## src/rtl/serial_add.sv

```systemverilog
// Bit-serial unsigned adder: adds two j-bit operands one bit per clock, LSB first.
// Latency: start accepted at edge E0, done pulses during the cycle after edge E0+j.
// Backpressure: start is ignored while busy. Optional carry-in port via macro SERIAL_ADD_CIN_EN.
module serial_add #(
  parameter int j = 4
) (
  input  logic         clk,
  input  logic         rst,
  input  logic         start,
  input  logic [j-1:0] val0,
  input  logic [j-1:0] val1,
`ifdef SERIAL_ADD_CIN_EN
  input  logic         cin,
`endif
  output logic         busy,
  output logic         done,
  output logic [j-1:0] sum,
  output logic         carry
);

  localparam int CW = (j > 1) ? $clog2(j) : 1;
  localparam logic [CW-1:0] LAST = CW'(j - 1);

  typedef enum logic [1:0] {IDLE, RUN, DONE} state_t;

  state_t          state_q, state_d;
  logic [j-1:0]    a_q, a_d;
  logic [j-1:0]    b_q, b_d;
  // Only j-1 result bits need storage; the final bit goes straight into sum.
  logic [j-2:0]    res_q, res_d;
  logic            c_q, c_d;
  logic [CW-1:0]   cnt_q, cnt_d;
  logic [j-1:0]    sum_q, sum_d;
  logic            carry_q, carry_d;

  logic            cin_s;
  logic            bit_s;
  logic            c_nxt;

`ifdef SERIAL_ADD_CIN_EN
  assign cin_s = cin;
`else
  assign cin_s = 1'b0;
`endif

  // Full-adder slice on the current LSBs of the operand shift registers.
  assign bit_s = a_q[0] ^ b_q[0] ^ c_q;
  assign c_nxt = (a_q[0] & b_q[0]) | (c_q & (a_q[0] ^ b_q[0]));

  assign sum   = sum_q;
  assign carry = carry_q;

  // Next-state, datapath and status outputs; every target defaults to hold.
  always_comb begin
    state_d = state_q;
    a_d     = a_q;
    b_d     = b_q;
    res_d   = res_q;
    c_d     = c_q;
    cnt_d   = cnt_q;
    sum_d   = sum_q;
    carry_d = carry_q;
    busy    = (state_q == RUN);
    done    = (state_q == DONE);
    case (state_q)
      IDLE, DONE: begin
        if (start) begin
          a_d     = val0;
          b_d     = val1;
          c_d     = cin_s;
          cnt_d   = '0;
          res_d   = '0;
          state_d = RUN;
        end else begin
          state_d = IDLE;
        end
      end
      RUN: begin
        a_d   = a_q >> 1;
        b_d   = b_q >> 1;
        c_d   = c_nxt;
        cnt_d = cnt_q + CW'(1);
        if (cnt_q == LAST) begin
          // Final bit: publish the complete result; sum/carry stay frozen otherwise.
          sum_d   = {bit_s, res_q};
          carry_d = c_nxt;
          state_d = DONE;
        end else begin
          res_d = {bit_s, res_q[j-2:1]};
        end
      end
      default: state_d = IDLE;
    endcase
  end

  // State and datapath registers with synchronous reset taking priority.
  always_ff @(posedge clk) begin
    if (rst) begin
      state_q <= IDLE;
      a_q     <= '0;
      b_q     <= '0;
      res_q   <= '0;
      c_q     <= 1'b0;
      cnt_q   <= '0;
      sum_q   <= '0;
      carry_q <= 1'b0;
    end else begin
      state_q <= state_d;
      a_q     <= a_d;
      b_q     <= b_d;
      res_q   <= res_d;
      c_q     <= c_d;
      cnt_q   <= cnt_d;
      sum_q   <= sum_d;
      carry_q <= carry_d;
    end
  end

endmodule

```

## config.mk

```make
export PLATFORM = sky130hd
export DESIGN_NAME = serial_add
export DESIGN_NICKNAME = d
export VERILOG_FILES = /design/src/rtl/serial_add.sv
export SDC_FILE = /design/constraint.sdc
export NUM_CORES = 1
export LEC_CHECK = 0
export ABC_AREA = 0
export CAP_MARGIN = 30
export CORE_UTILIZATION = 56
export CTS_BUF_LIST = sky130_fd_sc_hd__clkbuf_4
export DETAILED_ROUTE_END_ITERATION = 10
export GPL_TIMING_DRIVEN = 0
export PLACE_DENSITY = 0.92
export SKIP_CTS_REPAIR_TIMING = 1
export SLEW_MARGIN = 20
export SYNTH_ARGS = -nofsm -noshare
export SYNTH_HDL_FRONTEND = slang
export SYNTH_SLANG_ARGS = --single-unit
```

## constraint.sdc

```tcl
create_clock -name clk -period 3.43 [get_ports clk]
set_input_delay 1.029 -clock clk [delete_from_list [all_inputs] [get_ports clk]]
set_output_delay 1.029 -clock clk [all_outputs]
set_load 0.02 [all_outputs]
```

=== After elaboration in Yosys (flattened, before gate mapping) ===
Cells that the tools add are included.

* Add/sub/neg operators: 1
* Reduce and logical (&&, ||, !) cells: 6
* Equality and inequality tests: 6
* Bitwise operators: 5
* Muxes and demuxes: 14

{| class="wikitable"
|+ Operators with widths
! operator !! number
|-
| $pmux 4 s2 || 2
|-
| $mux 4 || 2
|-
| $pmux 2 s2 || 2
|-
| $mux 3 || 2
|-
| $pmux 3 s2 || 1
|-
| $eq 2x2->1 const B || 2
|-
| $mux 2 || 2
|-
| $ne 2x2->1 const B || 2
|-
| $reduce_and 2->1 || 2
|-
| $reduce_and 3->1 || 1
|-
| $add 2x1->2 const B || 1
|-
| $and 1x1->1 || 2
|-
| $eq 2x1->1 const B || 1
|-
| $logic_not 2->1 || 1
|-
| $mux 1 || 2
|-
| $ne 2x1->1 const B || 1
|-
| $pmux 1 s2 || 1
|-
| $reduce_bool 2->1 || 1
|-
| $reduce_or 2->1 || 1
|-
| $xor 1x1->1 || 2
|-
| $or 1x1->1 || 1
|}

* Register bits after elaboration: 21
* Input bits: 11
* Output and inout port bits: 7
* Word-level logic and storage cells: 40

=== Logic depth before layout (Yosys ltp) ===
* Depth after elaboration: 4
* Mapped depth: 5
* Depth with buffers taken out: 4

=== Worst setup path before layout ===
No wires, ideal clock.

* Path type: register to output
* Start: reg state_q[1]
* End: out busy
* Data required time: 2.401 ns
* Setup slack: 1.655 ns
* Arrival: 0.746 ns
* Stages on the path, launching flop included: 4
* Cells stage by stage: dfxtp_1 > nand2b_1 > buf_6 > inv_2

* Cells in the longest elaborated chain, start to end: 1

{| class="wikitable"
|+ Ends and longest elaborated chain
! element !! RTL line !! RTL
|-
| start: declaration || 26 || <nowiki>state_t state_q, state_d;</nowiki>
|-
| start signal: assignment || 108 || <nowiki>state_q <= state_d;</nowiki>
|-
| $eq 2x1->1 || 63 || <nowiki>busy = (state_q == RUN);</nowiki>
|-
| end: declaration || 15 || <nowiki>output logic busy,</nowiki>
|}

Every way passes these cells.

=== Worst setup path after layout ===
* Start: reg state_q[0]
* End: out busy

Same word-level chain as after synthesis.

==> impl_metrics.tcl <==
set metrics [dict create \
    status "finished clean" \
    p_int_w 0.000346 \
    yosysWarnings 0 \
    cts.sinks 21 \
    switching_share 0.254 \
    n_antenna_cell 0 \
    p_switching_w 0.000118 \
    synth_edf_count 0 \
    worstSetupPathType "reg2out" \
    synth_top_cell_by_area "dfxtp_1" \
    clk_pin_slew_worst_paths_ns 0.11 \
    grt_pass1_wl_um 2980 \
    grt_pass1_vias 713 \
    synth_flop_cell "dfxtp_1" \
    worstHoldPathType "reg2reg" \
    synth_cell_type_count 19 \
    yosysTopAreaCellShare 0.467 \
    setup_tns_ns 0 \
    instances_no_fill 140 \
    cp-end-kind "output port" \
    final_cell_area_um2 1120 \
    syn-cell-area_um2 900 \
    routed_wl_um 1740 \
    max_freq_ghz 0.363 \
    combinationalPowerShare 0.158 \
    place_area_um2 1090 \
    dp_hpwl_um 1290 \
    drive_gt1_frac 0.129 \
    viasPerCell 5.58 \
    worstPathRequired_ns 2.40 \
    syn-num-nets 116 \
    postRouteAntennaNets 0 \
    cp_data_arrival_time_ns 1.73 \
    clockBufferDepth 2 \
    setup_viol 0 \
    drtIter0Drc 16 \
    antenna_found_initial 0 \
    synth_area_leaders "dfxtp_1 47%, nand2_1 10%, a21oi_1 7.8%" \
    drtPass1Iterations 4 \
    rsz0062_at_grt "false" \
    cts_tree "yes" \
    ir_drop_mv 0.325 \
    grt_max_degree 12 \
    die_y_um 42.1 \
    yosysSeqAreaShare 0.467 \
    fin_crit_sh 0.804 \
    die-area_um2 1770 \
    cts_buffers 3 \
    max-slew-margin-rel 0.686 \
    syn_inst 103 \
    vias 781 \
    power_frac_seq 0.570 \
    drv_cap 0 \
    dieWidth_um 42.1 \
    finClkSkew_ns 0.00599 \
    synthTopCellsByCount "24 x nand2_1, 21 x dfxtp_1, 14 x a21oi_1" \
    clockPowerShare 0.272 \
    initial_utilization 0.597 \
    final_nets 138 \
    power.leakage_nw 0.420 \
    slew_viol_final 0 \
    clock_latency_ns 0.30 \
    syn_avg_cell_area_um2 8.73 \
    dpl.cell_count 136 \
    synthToLayoutAreaGrowth_pct 24.5 \
    grt.total_usage 0.224 \
    placementRows 14 \
    core_um2 1510 \
    gp_congestion 0.757 \
    post-synth-top-count-cell "nand2_1" \
    grt_overflow_total 0 \
    wl_per_cell_um 12.4 \
    cts-htree-levels 1 \
    hold_viol_final 0 \
    num_io_pins 18 \
    ys_ff_latch 21 \
    root_buffer "clkbuf_4" \
    r2r_setup_slack_ns 2.01 \
    post-route-drc-count 0 \
    cp_max_fo 9 \
    fin_crit_ns 2.76 \
    crit_path_start_kind "flip-flop" \
    tightest_slew_ns 0.471 \
    power_density_nw_per_um2 414 \
    port_buffers 17 \
    synth-async-reset-ratio 0 \
]
==> kinds of logic (layout without fill, tap and decap cells) <==
| logic type | after synthesis | after routing | synth area share |
|---|---|---|---|
| flops | 21 | 21 | 0.467 |
| fa+ha+maj | 2 | 2 | 0.0362 |
| compound gates | 20 | 20 | 0.143 |
| simple gates | 52 | 52 | 0.285 |
| buf+inv | 8 | 29 | 0.0681 |
==> metal layers <==
| layer | global-route usage | wire [µm] | up-vias |
|---|---|---|---|
| li1 | - | - | 395 |
| met1 | 0.258 | 735 | 359 |
| met2 | 0.378 | 900 | 21 |
| met3 | 0.0474 | 59 | 6 |
| met4 | 0.138 | 46 | 0 |
| met5 | 0 | 0 | - |
==> metrics by stage <==
step           total power, W  hold slack (ns)  setup slack [ns]  utilization
6_report             0.000464            0.459             0.674        0.743
5_1_grt              0.000484            0.484             0.559        0.743
4_1_cts              0.000463            0.461             0.674        0.743
3_5_place_dp         0.000342            0.446              1.02        0.723
3_3_place_gp         0.000338            0.444              1.03        0.723
2_1_floorplan        0.000316            0.444              1.66            -
==> final cells by class <==
cell class	instances	area, µm²
Clock buffer	4	30.0
Tap cell	16	20.0
Timing Repair Buffer	17	170
Buffer	7	57.6
Multi-Input combinational cell	74	418
Inverter	1	3.75
Sequential cell	21	420
Fill cell	114	387
==> registers in the layout, indices dropped and copies added, names as in the netlist <==
name	flops
sum	4
state_q	2
cnt_q	2
a_q	4
res_q	3
carry	1
b_q	4
c_q	1
==> cells in the final DEF, fill, tap and decap left out <==
| cell type | n |
|---|---|
| nand3_1 | 13 |
| nand3b_1 | 1 |
| nand2b_4 | 1 |
| nor3b_2 | 1 |
| a311oi_2 | 1 |
| fa_1 | 1 |
| nand2_1 | 24 |
| and2b_2 | 2 |
| a21oi_1 | 14 |
| ha_1 | 1 |
| buf_2 | 1 |
| nand2b_1 | 2 |
| clkbuf_1 | 2 |
| buf_6 | 4 |
| or3b_4 | 1 |
| a311oi_1 | 5 |
| clkbuf_4 | 4 |
| nor2_1 | 7 |
| inv_2 | 1 |
| clkdlybuf4s50_1 | 17 |
| dfxtp_1 | 21 |
==> critical path, stage by stage, from the launching register on <==
cell and delay, ns:
dfxtp_1 0.44, nand2b_1 0.10, buf_6 0.14, inv_2 0.12
clkdlybuf4s50_1 0.62
==> worst paths after layout <==
kind / from / end / cells after the start
setup / recovery: state_q[0] / busy / 4
hold / removal: sum[0] / sum[0] / 2
setup reg to reg: cnt_q[0] / res_q[2] / 5
hold reg to reg: sum[0] / sum[0] / 2
==> power groups by stage <==
stage | logic (W) | clock network [W] | registers [W]
final | 0.0000734 | 0.000126 | 0.000264
after global routing | 0.0000809 | 0.000137 | 0.000266
after CTS | 0.0000730 | 0.000126 | 0.000264
after detailed placement | 0.0000726 | 0 | 0.000270
after global placement | 0.0000697 | 0 | 0.000269
after floorplan | 0.0000484 | 0 | 0.000267
No activity file was read; power rests on OpenSTA's default activity.
